--- src/rtl/custom_types_pkg.sv ---
// Shared types for the MIPS pipeline front end.
// Holds the fetch latch bundle, jump select encoding and fetch FSM states.
package custom_types_pkg;

    typedef enum logic [1:0] {
        NONE = 2'd0,
        JUMP = 2'd1,
        JR   = 2'd2,
        RSVD = 2'd3
    } jumpsel_t;

    typedef struct packed {
        logic [31:0] imemload;
        logic [31:0] NPC;
        logic        valid;
    } fetch_t;

    typedef enum logic {
        RUN    = 1'b0,
        HALTED = 1'b1
    } fstate_t;

    localparam logic [31:0] PC_STEP = 32'd4;

endpackage

--- src/rtl/fetch_stage_next_pc_sel.sv ---
// Combinational redirect target and next-PC selection for fetch.
// Pending redirects win over a fresh one; jumps win over branches.
module next_pc_sel
    import custom_types_pkg::*;
(
    input  logic [31:0] i_pc,
    input  logic        i_pend_valid,
    input  logic [31:0] i_pend_pc,
    input  logic        i_redirect,
    input  jumpsel_t    i_jumpsel,
    input  logic [31:0] i_jump_addr,
    input  logic [31:0] i_porta,
    input  logic [31:0] i_branch_addr,
    output logic [31:0] o_target,
    output logic [31:0] o_pc_plus4,
    output logic [31:0] o_npc
);

    always_comb begin
        o_target = i_branch_addr;
        unique case (i_jumpsel)
            JUMP:    o_target = i_jump_addr;
            JR:      o_target = i_porta;
            default: o_target = i_branch_addr;
        endcase
    end

    assign o_pc_plus4 = i_pc + PC_STEP;

    always_comb begin
        o_npc = o_pc_plus4;
        if (i_pend_valid)
            o_npc = i_pend_pc;
        else if (i_redirect)
            o_npc = o_target;
    end

endmodule

--- src/rtl/fetch_stage.sv ---
// Fetch stage: PC, imem request, fetch latch and pending redirect.
// Redirects seen while fetch is blocked are parked until the next advance.
module fetch_stage
    import custom_types_pkg::*;
#(
    parameter logic [31:0] PC_INIT = 32'h0000_0000
)(
    input  logic        CLK,
    input  logic        RST,
    input  logic        ihit,
    input  logic [31:0] imemload,
    output logic        imemREN,
    output logic [31:0] imemaddr,
    input  logic        freeze,
    input  logic        flush,
    input  logic        halt,
    input  logic [1:0]  JumpSel,
    input  logic [31:0] JumpAddr,
    input  logic [31:0] porta,
    input  logic        BranchTaken,
    input  logic [31:0] BranchAddr,
    output logic [31:0] fetch_imemload,
    output logic [31:0] fetch_NPC,
    output logic        fetch_valid
);

    fstate_t     r_state;
    logic [31:0] r_pc;
    logic        r_pend_valid;
    logic [31:0] r_pend_pc;
    fetch_t      r_fetch;

    jumpsel_t    w_jumpsel;
    logic        w_run;
    logic        w_advance;
    logic        w_redirect;
    logic        w_squash;
    logic [31:0] w_target;
    logic [31:0] w_pc_plus4;
    logic [31:0] w_npc;

    assign w_jumpsel  = jumpsel_t'(JumpSel);
    assign w_run      = (r_state == RUN);
    assign w_advance  = ihit & ~freeze & w_run & ~halt;
    assign w_redirect = r_fetch.valid
                      & ((w_jumpsel == JUMP) | (w_jumpsel == JR) | BranchTaken);
    assign w_squash   = r_pend_valid | w_redirect;

    next_pc_sel u_next_pc_sel (
        .i_pc          (r_pc),
        .i_pend_valid  (r_pend_valid),
        .i_pend_pc     (r_pend_pc),
        .i_redirect    (w_redirect),
        .i_jumpsel     (w_jumpsel),
        .i_jump_addr   (JumpAddr),
        .i_porta       (porta),
        .i_branch_addr (BranchAddr),
        .o_target      (w_target),
        .o_pc_plus4    (w_pc_plus4),
        .o_npc         (w_npc)
    );

    always_ff @(posedge CLK) begin
        if (RST) begin
            r_state      <= RUN;
            r_pc         <= PC_INIT;
            r_pend_valid <= 1'b0;
            r_pend_pc    <= 32'd0;
            r_fetch      <= '0;
        end else if (halt) begin
            r_state      <= HALTED;
            r_pend_valid <= 1'b0;
            r_pend_pc    <= 32'd0;
            r_fetch      <= '0;
        end else begin
            if (w_advance) begin
                r_pc         <= w_npc;
                r_pend_valid <= 1'b0;
            end else if (w_redirect && !r_pend_valid) begin
                r_pend_valid <= 1'b1;
                r_pend_pc    <= w_target;
            end
            // flush beats the latch load but not the PC/pending update
            if (flush)
                r_fetch <= '0;
            else if (w_advance && w_squash)
                r_fetch <= '0;
            else if (w_advance)
                r_fetch <= '{imemload: imemload, NPC: w_pc_plus4, valid: 1'b1};
        end
    end

    assign imemREN        = w_run;
    assign imemaddr       = r_pc;
    assign fetch_imemload = r_fetch.imemload;
    assign fetch_NPC      = r_fetch.NPC;
    assign fetch_valid    = r_fetch.valid;

endmodule

--- config.mk ---
export PLATFORM = sky130hd
export DESIGN_NAME = fetch_stage
export DESIGN_NICKNAME = d
export VERILOG_FILES = /design/src/rtl/custom_types_pkg.sv /design/src/rtl/fetch_stage_next_pc_sel.sv /design/src/rtl/fetch_stage.sv
export SDC_FILE = /design/constraint.sdc
export NUM_CORES = 1
export LEC_CHECK = 0
export CAP_MARGIN = 20
export CORE_ASPECT_RATIO = 1.4
export CORE_MARGIN = 4
export CORE_UTILIZATION = 40
export DETAILED_ROUTE_END_ITERATION = 7
export GPL_TIMING_DRIVEN = 0
export PLACE_DENSITY = 0.71
export SYNTH_ARGS = -nofsm -noshare
export SYNTH_HDL_FRONTEND = slang
export SYNTH_SLANG_ARGS = --single-unit
--- constraint.sdc ---
create_clock -name CLK -period 2.7 [get_ports CLK]
set_input_delay 0.27 -clock CLK [delete_from_list [all_inputs] [get_ports CLK]]
set_output_delay 0.27 -clock CLK [all_outputs]
set_load 0.02 [all_outputs]
==> results of run 1 <==
-- layout make-up --
type	instances	area share
multi-input cells	635	0.366
flip-flops and latches	131	0.269
repair buffers	235	0.241
clock buffers	24	0.0504
plain buffers	70	0.0306
well taps	199	0.0255
clock inverters	8	0.0127
inverters	15	0.00577
-- worst max-delay path: cells and delay by family --
| kind | cells | cell delay [ns] |
|---|---|---|
| compound gates | 2 | 0.51 |
| fa+ha+maj | 1 | 0.26 |
| simple gates | 3 | 0.58 |
| buf+inv | 4 | 1.18 |
-- power breakdown --
| part | internal, uW | switching [uW] | total (uW) | leakage [uW] |
|---|---|---|---|---|
| clock network | 1550 | 847 | 2400 | 0.000296 |
| logic | 291 | 282 | 573 | 0.00189 |
| registers | 1950 | 22.0 | 1970 | 0.00106 |
-- stage by stage --
step | setup slack [ns] | instance area, um^2 | setup TNS [ns]
2_1_floorplan | 0.662 | 6530 | 0
3_3_place_gp | -0.393 | 9120 | -12.47
3_5_place_dp | -0.438 | 9130 | -4.14
4_1_cts | 0.0164 | 9750 | 0
5_1_grt | 0.0575 | 9760 | 0
6_report | 0.180 | 9760 | 0
-- sequential cells by signal, indices dropped and copies added, names as in the netlist --
| register | flops |
|---|---|
| r_state | 1 |
| r_pend_pc | 32 |
| r_pend_valid | 1 |
| fetch_NPC | 32 |
| imemaddr | 32 |
| fetch_imemload | 32 |
| fetch_valid | 1 |
-- metal layers --
layer / vias to the layer above / GRT usage
met4: 2 / 0.125
li1: 3563 / -
met1: 3264 / 0.270
met3: 61 / 0.0719
met5: - / 0
met2: 360 / 0.456
-- logic make-up after synthesis --
family,count (synthesis),synth area share
AOI/OAI and AO/OA,290,0.286
xor gates and xnor gates,28,0.0375
adders and majority gates,3,0.00575
buffers and inverters,85,0.0542
DFF,131,0.402
and+or+nand+nor,314,0.215
-- worst max path at each step --
stage                      from      endpoint  cells after the start
finish               JumpSel[0]  imemaddr[24]                     10
floorplan           imemaddr[2]  imemaddr[24]                      6
global route         JumpSel[0]  imemaddr[31]                      9
global placement     JumpSel[0]  imemaddr[24]                     10
CTS                  JumpSel[0]  imemaddr[24]                     10
detailed placement   JumpSel[0]  imemaddr[24]                     10
-- repair_timing --
item                                    in CTS  in global routing
resized for setup                            0                  5
buffers inserted                             0                  0
endpoints found under the setup margin       0                  8
-- placed cells by master (no fill, tap or decap), types with 12 or more instances in the layout --
| master | instances |
|---|---|
| nor3_1 | 14 |
| buf_2 | 21 |
| a22oi_1 | 29 |
| nand4_1 | 16 |
| a221o_1 | 12 |
| dfxtp_1 | 131 |
| clkdlybuf4s50_1 | 234 |
| o21ai_0 | 52 |
| clkbuf_16 | 17 |
| a21oi_1 | 107 |
| xnor2_1 | 18 |
| inv_1 | 15 |
| a211oi_1 | 32 |
| nor2_1 | 85 |
| clkbuf_1 | 41 |
| nand2_1 | 154 |
==> metrics.md, run 1 <==
| Metric | Value |
|---|---|
| Run status | `completed` |
| Hold Path Class | `in2reg` |
| Chip height | `159 um` |
| Post-DP HPWL | `19,200 um` |
| Worst path slowest cell | `clkdlybuf4s50_1` |
| Num CTS Buffers | `17` |
| Met2 WL | `12,000 um` |
| Critical path's largest stage delay | `0.49 ns` |
| Share of post-route cells with drive strength above 1 | `0.0680` |
| Top post-synthesis cells by area | `dfxtp_1 (40%), nand2_1 (8.9%), a21oi_1 (8.2%)` |
| Row count | `55` |
| Min-delay src | `imemload[22]` |
| Worst-path cell chain | `clkdlybuf4s50_1, inv_1, ha_1, buf_2, nand2b_1, nand2_1, clkbuf_1, nor3_1, a211oi_2, a31oi_1` |
| Min Hold Slack | `0.397 ns` |
| Vias per cell | `5.50` |
| Post-synth EDFFs | `0` |
| First-pass GRT wire length | `37,200 um` |
| Worst path required time | `2.98 ns` |
| Flop2flop setup slack | `0.31 ns` |
| Fin cells | `1,317` |
| Hold path cells | `3` |
| Starting DRT DRC Count | `553` |
| Power, Total | `4940 uW` |
| Worst setup SP type | `primary input` |
| Vias in the first global route | `7,065` |
| Fillers | `1,516` |
| Metal-1 WL | `8770 um` |
| Max Freq | `397 MHz` |
| Relative slew slack | `0.457` |
| Clk sinks | `131` |
| Share of the synthesized area in the top cell type | `0.402` |
| Slew Viols, Final | `0` |
| Number of diodes | `0` |
| Post-synth cell types | `60` |
| Initial core utilization | `0.406` |
| Count leader, synth | `nand2_1` |
| Drt total wl | `24,000 um` |
| Clk_lat worst skew | `0.42 ns` |
| CORE AREA | `16,100 um^2` |
| Dpl cells | `1,285` |
| Syn Inst Count | `851` |
| Max_cap viols | `0` |
| Fin crit period | `2.52 ns` |
| Worst Setup End Kind | `flip-flop` |
| Cell accounting for the most synthesized area | `dfxtp_1` |
| Total die area | `18,500 um^2` |
| Hold Violations, Final | `0` |
| DR WL/cell | `18.2 um` |
| Worst Tran Pin Value | `0.814 ns` |
| Reg area | `2620 um^2` |
| # hold bufs at CTS | `0` |
| Synthesized area | `6530 um^2` |
| Chip width | `116 um` |
| Final worst-path cycle share | `0.933` |
| Final Wtd Congestion | `0.922` |
| RSZ-0062 raised after global routing | `no` |
| Nets@finish | `1,245` |
| Top Metal Used | `met5` |
| WP data arrival | `2.80 ns` |
| Max FO, Critical Path | `10` |
| Commonest cells post-synth | `nand2_1 (154), dfxtp_1 (131), a21oi_1 (107)` |
| Drt first pass iters | `5` |
| Met3 wire length | `2200 um` |
| Fin Clk Skew | `0.00921 ns` |
| Total track usage | `0.256` |
| H-tree depth | `4` |
| Area delta synth->final | `49.5%` |
| Root buffer cell | `clkbuf_16` |
| Critical path type | `in2reg` |
| Worst reg2reg startpoint | `imemaddr[2]` |
| Sequential share of the synthesized area | `0.402` |
| Syn_area_per_cell | `7.67 um^2` |
| Post-synth ARST share | `0` |
| Drc violations | `0` |
| Peak supply drop | `0.391 mV` |
| CTS tree | `built` |
| Fin util | `0.606` |
| Num ports | `235` |
| # setup viols final | `0` |
| Worst r2r dst | `fetch_NPC[28]` |
| Area of the multi-input gates | `3570 um^2` |
| Buffers on Ports | `234` |
| Global route total overflow | `0` |
| Synth Warn # | `0` |
| Pwr Density | `506 nW/um^2` |
| Final ANT Viol Nets | `0` |
| Leak | `0.00324 uW` |
| Via Count | `7,250` |
| Syn_nets | `991` |
| Worst Hold Path EP | `fetch_imemload[22]` |
| FF+latch count, synth | `131` |
| Largest net degree at the start of global routing | `17` |
| CTS Buffer Depth | `2` |
| Main synth FF type | `dfxtp_1` |
| Antenna violations before repair | `1` |
| CTS clk-pin slew, worst paths | `0.06 ns` |
| R2R cell count | `6` |
(Power assumes the default switching activity.)
==> inputs of run 2 (changes only) <==
--- a/config.mk
+++ b/config.mk
@@ -6,7 +6,6 @@
 export NUM_CORES = 1
 export LEC_CHECK = 0
 export CAP_MARGIN = 20
-export CORE_ASPECT_RATIO = 1.4
 export CORE_MARGIN = 4
 export CORE_UTILIZATION = 40
 export DETAILED_ROUTE_END_ITERATION = 7
==> metrics.md, run 2 (synthesized netlist as in run 1, its figures left out) <==
| Metric | Value |
|---|---|
| DR WL/cell | `18.2 um (about the same)` |
| Clock power frac | `0.495 (+0.010)` |
| Via Count | `7,340 (+1.2%)` |
| Hold Path Class | `in2reg` |
| Drt first pass iters | `7 (+2)` |
| CTS tree | `built` |
| Antenna violations before repair | `0 (-1)` |
| Critical path type | `in2reg` |
| Final Wtd Congestion | `0.939 (+1.9%)` |
| Clk_lat worst skew | `0.42 ns (about the same)` |
| Starting DRT DRC Count | `719 (+30%)` |
| Initial core utilization | `0.410 (+0.00407)` |
| Combinational Power Share | `0.116 (about the same)` |
| Clk sinks | `131 (unchanged)` |
| Worst Tran Pin Value | `0.814 ns (+0.0000126 ns)` |
| Max Freq | `382 MHz (-3.8%)` |
| Worst reg2reg startpoint | `imemaddr[2]` |
| Area delta synth->final | `50.0%` |
| Total die area | `18,400 um^2 (-0.16%)` |
| H-tree depth | `4 (unchanged)` |
| Num ports | `235 (unchanged)` |
| Flop2flop setup slack | `0.19 ns (-0.12 ns)` |
| Min-delay src | `imemload[22]` |
| Dpl cells | `1,302 (+1.3%)` |
| Hold path cells | `3 (unchanged)` |
| Fillers | `1,475 (-2.7%)` |
| Chip height | `136 um (-15%)` |
| Fin cells | `1,334 (+1.3%)` |
| Peak supply drop | `0.405 mV (+3.5%)` |
| Final ANT Viol Nets | `0 (unchanged)` |
| Sw Share | `0.238 (+0.00511)` |
| Global route total overflow | `0 (unchanged)` |
| Most common cell after layout, fill and taps aside | `clkdlybuf4s50_1` |
| Fin crit period | `2.62 ns (+0.100 ns)` |
| RSZ-0062 raised after global routing | `no` |
| WP data arrival | `2.93 ns (+0.13 ns)` |
| Leak | `0.00325 uW (+0.17%)` |
| Root buffer cell | `clkbuf_16` |
| Fin Clk Skew | `0.0117 ns (+0.00249 ns)` |
| Relative slew slack | `0.452 (-0.00501)` |
| Slew Viols, Final | `0 (unchanged)` |
| Vias per cell | `5.50 (about the same)` |
| Max_cap viols | `0 (unchanged)` |
| Largest net degree at the start of global routing | `17 (unchanged)` |
| Worst path required time | `3.01 ns (+0.03 ns)` |
| Drt total wl | `24,300 um (+1.3%)` |
| R2R cell count | `6 (unchanged)` |
| Run status | `completed` |
| CTS clk-pin slew, worst paths | `0.06 ns (about the same)` |
| CORE AREA | `15,900 um^2 (-0.99%)` |
| Vias in the first global route | `6,911 (-2.2%)` |
| Area of the multi-input gates | `3550 um^2 (-0.46%)` |
| Sequential share of power | `0.389 (-0.010)` |
| CTS Buffer Depth | `2 (unchanged)` |
| Net Sw Power | `1210 uW (+4.8%)` |
| First-pass GRT wire length | `37,500 um (+0.97%)` |
| Pwr Density | `517 nW/um^2 (+2.2%)` |
| Total track usage | `0.260 (+0.00462)` |
| Worst Setup End Kind | `flip-flop` |
| Nets@finish | `1,245 (unchanged)` |
| Worst Hold Path EP | `fetch_imemload[22]` |
| Reg area | `2620 um^2 (unchanged)` |
| Share of post-route cells with drive strength above 1 | `0.0680 (unchanged)` |
| Drc violations | `0 (unchanged)` |
| Worst setup SP type | `primary input` |
| Row count | `46 (-16%)` |
| Number of diodes | `0 (unchanged)` |
| Most frequent cells in the layout | `clkdlybuf4s50_1 (234), nand2_1 (154), dfxtp_1 (131)` |
| Hold Violations, Final | `0 (unchanged)` |
| Post-DP HPWL | `18,800 um (-2.1%)` |
| Final setup TNS | `0 ns (unchanged)` |
| Worst r2r dst | `fetch_NPC[30]` |
| Num CTS Buffers | `17 (unchanged)` |
| Buffers on Ports | `234 (unchanged)` |
| Internal | `3860 uW (+1.9%)` |
| Chip width | `136 um (+17%)` |
| # setup viols final | `0 (unchanged)` |
| Max FO, Critical Path | `10 (unchanged)` |
| Final worst-path cycle share | `0.970 (+0.0372)` |
run 2: timing repair:
| action | 4_1_cts | 5_1_grt |
|---|---|---|
| resized for setup | 0 | 1 |
| setup endpoints to repair | 0 | 2 |
| buffers inserted | 0 | 0 |
| hold buffers | 0 | 0 |
run 2: stage by stage:
| step | util | total power (uW) | worst slack [ns] | hold WS, ns | instance area (um^2) |
|---|---|---|---|---|---|
| 2_1_floorplan | - | 2250 | 0.662 | 0.386 | 6530 |
| 3_3_place_gp | 0.574 | 2590 | -0.366 | 0.441 | 9140 |
| 3_5_place_dp | 0.574 | 2590 | -0.241 | 0.446 | 9150 |
| 4_1_cts | 0.614 | 5080 | 0.163 | 0.387 | 9800 |
| 5_1_grt | 0.615 | 5240 | 0.00421 | 0.402 | 9800 |
| 6_report | 0.615 | 5070 | 0.0797 | 0.393 | 9800 |
run 2: layout make-up:
type | instances | area share
inverters | 15 | 0.00575
repair buffers | 235 | 0.240
multi-input cells | 635 | 0.363
clock buffers | 20 | 0.0476
plain buffers | 70 | 0.0305
well taps | 216 | 0.0276
clock inverters | 12 | 0.0181
flip-flops and latches | 131 | 0.268
run 2: critical path: stages:
cell and delay, ns:
clkdlybuf4s50_1 0.51, inv_1 0.06, ha_1 0.28, buf_2 0.18, nor2b_1 0.18, o21ai_1 0.54, clkbuf_1 0.45, o21ai_0 0.17
a32o_1 0.29
run 2: metal layers:
metal | track usage | wire length, um | up-vias
met5 | 0 | 0 | -
met2 | 0.420 | 11500 | 377
li1 | - | - | 3555
met1 | 0.343 | 9890 | 3364
met4 | 0.0840 | 561 | 0
met3 | 0.0635 | 2310 | 44
run 2: power by group through the flow:
| stage | clock network [uW] | registers, uW | logic, uW |
|---|---|---|---|
| 2_1_floorplan | 0 | 2030 | 225 |
| 3_3_place_gp | 0 | 2010 | 577 |
| 3_5_place_dp | 0 | 2010 | 581 |
| 4_1_cts | 2520 | 1970 | 583 |
| 5_1_grt | 2630 | 1970 | 632 |
| 6_report | 2510 | 1970 | 586 |
run 2: worst max path at each step:
stage           startpoint       endpoint  slack (ns)  depth (start not counted)
5_1_grt         JumpSel[0]   imemaddr[18]       0.004                          9
3_5_place_dp    JumpSel[0]   imemaddr[19]       -0.24                          9
4_1_cts         JumpSel[0]   imemaddr[11]        0.16                          9
2_1_floorplan  imemaddr[2]   imemaddr[24]        0.66                          6
6_report        JumpSel[0]   imemaddr[18]        0.08                          9
3_3_place_gp          halt  fetch_NPC[30]       -0.37                          5
==> inputs of run 3 (changes only) <==
--- a/config.mk
+++ b/config.mk
@@ -5,7 +5,6 @@
 export SDC_FILE = /design/constraint.sdc
 export NUM_CORES = 1
 export LEC_CHECK = 0
-export CAP_MARGIN = 20
 export CORE_MARGIN = 4
 export CORE_UTILIZATION = 40
 export DETAILED_ROUTE_END_ITERATION = 7
==> metrics.md, run 3 (synthesized netlist as in run 1, its figures left out) <==
| Metric | Value |
|---|---|
| Run status | `completed` |
| Fillers | `1,460 (-1.0%)` |
| Buffers on Ports | `234 (unchanged)` |
| Total die area | `18,400 um^2 (unchanged)` |
| Total track usage | `0.257 (-0.00305)` |
| Dpl cells | `1,301 (-0.077%)` |
| Nets@finish | `1,244 (-0.080%)` |
| Critical path type | `in2reg` |
| Clk sinks | `131 (unchanged)` |
| CTS tree | `built` |
| Fin cells | `1,333 (-0.075%)` |
| Drt total wl | `24,400 um (+0.58%)` |
| Max FO, Critical Path | `10 (unchanged)` |
| Leak | `0.00325 uW (about the same)` |
| Initial core utilization | `0.410 (unchanged)` |
| Critical path's largest stage delay | `0.50 ns (-0.04 ns)` |
| Drt first pass iters | `5 (-2)` |
| Number of diodes | `0 (unchanged)` |
| First-pass GRT wire length | `37,100 um (-0.99%)` |
| Chip height | `136 um (unchanged)` |
| Chip width | `136 um (unchanged)` |
| Final Wtd Congestion | `0.939 (unchanged)` |
| H-tree depth | `4 (unchanged)` |
| Vias in the first global route | `6,885 (-0.38%)` |
| Clk_lat worst skew | `0.42 ns (about the same)` |
| Final setup TNS | `0 ns (unchanged)` |
| Worst setup SP type | `primary input` |
| Worst-path cell chain | `clkdlybuf4s50_1, inv_1, ha_1, buf_2, nor2b_1, o21ai_1, clkbuf_1, o21ai_0, a32o_1` |
| Peak supply drop | `0.405 mV (about the same)` |
| Most frequent cells in the layout | `clkdlybuf4s50_1 (234), nand2_1 (154), dfxtp_1 (131)` |
| Area delta synth->final | `50.0% (about the same)` |
| Antenna violations before repair | `0 (unchanged)` |
| Slew Viols, Final | `0 (unchanged)` |
| Worst path slowest cell | `clkdlybuf4s50_1` |
| Vias per cell | `5.53 (+0.46%)` |
| CORE AREA | `15,900 um^2 (unchanged)` |
| CP top delay family | `buffers and inverters` |
| Final ANT Viol Nets | `0 (unchanged)` |
| Fin util | `0.615 (about the same)` |
| Worst Tran Pin Value | `0.891 ns (+0.0767 ns)` |
| Final setup margin | `0.136 ns (+0.0562 ns)` |
| CP bufs+invs | `4 (unchanged)` |
| CTS Buffer Depth | `2 (unchanged)` |
| Row count | `46 (unchanged)` |
| Num ports | `235 (unchanged)` |
| Pwr Density | `519 nW/um^2 (+0.32%)` |
| Dpl ws | `-0.323 ns (-0.0817 ns)` |
| Stages on worst setup path | `9 (unchanged)` |
| Drc violations | `0 (unchanged)` |
| Largest net degree at the start of global routing | `17 (unchanged)` |
| Root buffer cell | `clkbuf_16` |
| Worst path required time | `3.01 ns (about the same)` |
| Starting DRT DRC Count | `647 (-10%)` |
| Hold path cells | `3 (unchanged)` |
| DR WL/cell | `18.3 um (+0.66%)` |
| Fin crit period | `2.56 ns (-0.0562 ns)` |
| Max Freq | `390 MHz (+2.2%)` |
| # setup viols final | `0 (unchanged)` |
| Global route total overflow | `0 (unchanged)` |
| Max_cap viols | `0 (unchanged)` |
| Post-DP HPWL | `18,700 um (-0.12%)` |
| Hold Path Class | `in2reg` |
| Hold Violations, Final | `0 (unchanged)` |
| Power, Total | `5080 uW (+0.33%)` |
| Via Count | `7,368 (+0.38%)` |
| R2R cell count | `6 (unchanged)` |
| Num CTS Buffers | `17 (unchanged)` |
| CTS clk-pin slew, worst paths | `0.06 ns (about the same)` |
| RSZ-0062 raised after global routing | `no` |
| Most common cell after layout, fill and taps aside | `clkdlybuf4s50_1` |
| Worst Setup End Kind | `flip-flop` |
| WP data arrival | `2.88 ns (-0.05 ns)` |
| Share of post-route cells with drive strength above 1 | `0.0671 (-0.000834)` |
| Final worst-path cycle share | `0.950 (-0.0208)` |
| Relative slew slack | `0.401 (-0.0516)` |
| Fin Clk Skew | `0.00674 ns (-0.00496 ns)` |
-- run 3: cell count changes in the layout (fill, tap and decap cells not counted), sizes merged --
cell  previous run  this run
buf             30        29
-- run 3: report_power, final --
part	switching [uW]	total [uW]	internal, uW
Clock	905	2520	1620
Combinational	296	588	292
Sequential	21.2	1970	1950
Total	1220	5080	3860
-- run 3: worst register-to-register path: stages, from the launching register on --
cell and delay, ns:
dfxtp_1 0.47, ha_1 0.32, nand3_4 0.16, nor4_1 0.77
nand4_1 0.30, xor2_1 0.22, a211oi_1 0.22
-- run 3: timing repair --
item,in CTS,in global routing
hold buffers,0,0
setup buffers,0,0
endpoints found under the setup margin,0,44
gates resized for setup,0,2
-- run 3: worst paths after layout --
| check | from | endpoint | slack [ns] |
|---|---|---|---|
| worst max-delay path | JumpSel[0] | imemaddr[18] | 0.14 |
| worst max register to register | imemaddr[2] | fetch_NPC[30] | 0.15 |
| worst min-delay path | imemload[22] | fetch_imemload[22] | 0.39 |
| worst min register to register | fetch_imemload[26] | fetch_imemload[26] | 0.45 |
-- run 3: per-layer routing --
layer	wire length, um	vias to the layer above	global-route usage	share of wire
met4	597	0	0.0890	0.024
met3	2140	48	0.0568	0.088
met2	11500	333	0.419	0.47
li1	-	3559	-	-
met5	0	-	0	0
met1	10200	3428	0.338	0.42
-- run 3: per-stage QoR --
step / instance area, um^2 / hold slack [ns]
2_1_floorplan: 6530 / 0.386
3_3_place_gp: 9140 / 0.441
3_5_place_dp: 9140 / 0.446
4_1_cts: 9790 / 0.380
5_1_grt: 9800 / 0.399
6_report: 9800 / 0.392
-- run 3: final cells by class --
type,instances,area [um^2],area share
Buffer,70,299,0.0305
Clock buffer,20,467,0.0476
Clock inverter,12,178,0.0181
Inverter,15,56.3,0.00575
Multi-Input combinational cell,635,3560,0.364
Sequential cell,131,2620,0.268
Tap cell,216,270,0.0276
Timing Repair Buffer,234,2340,0.239
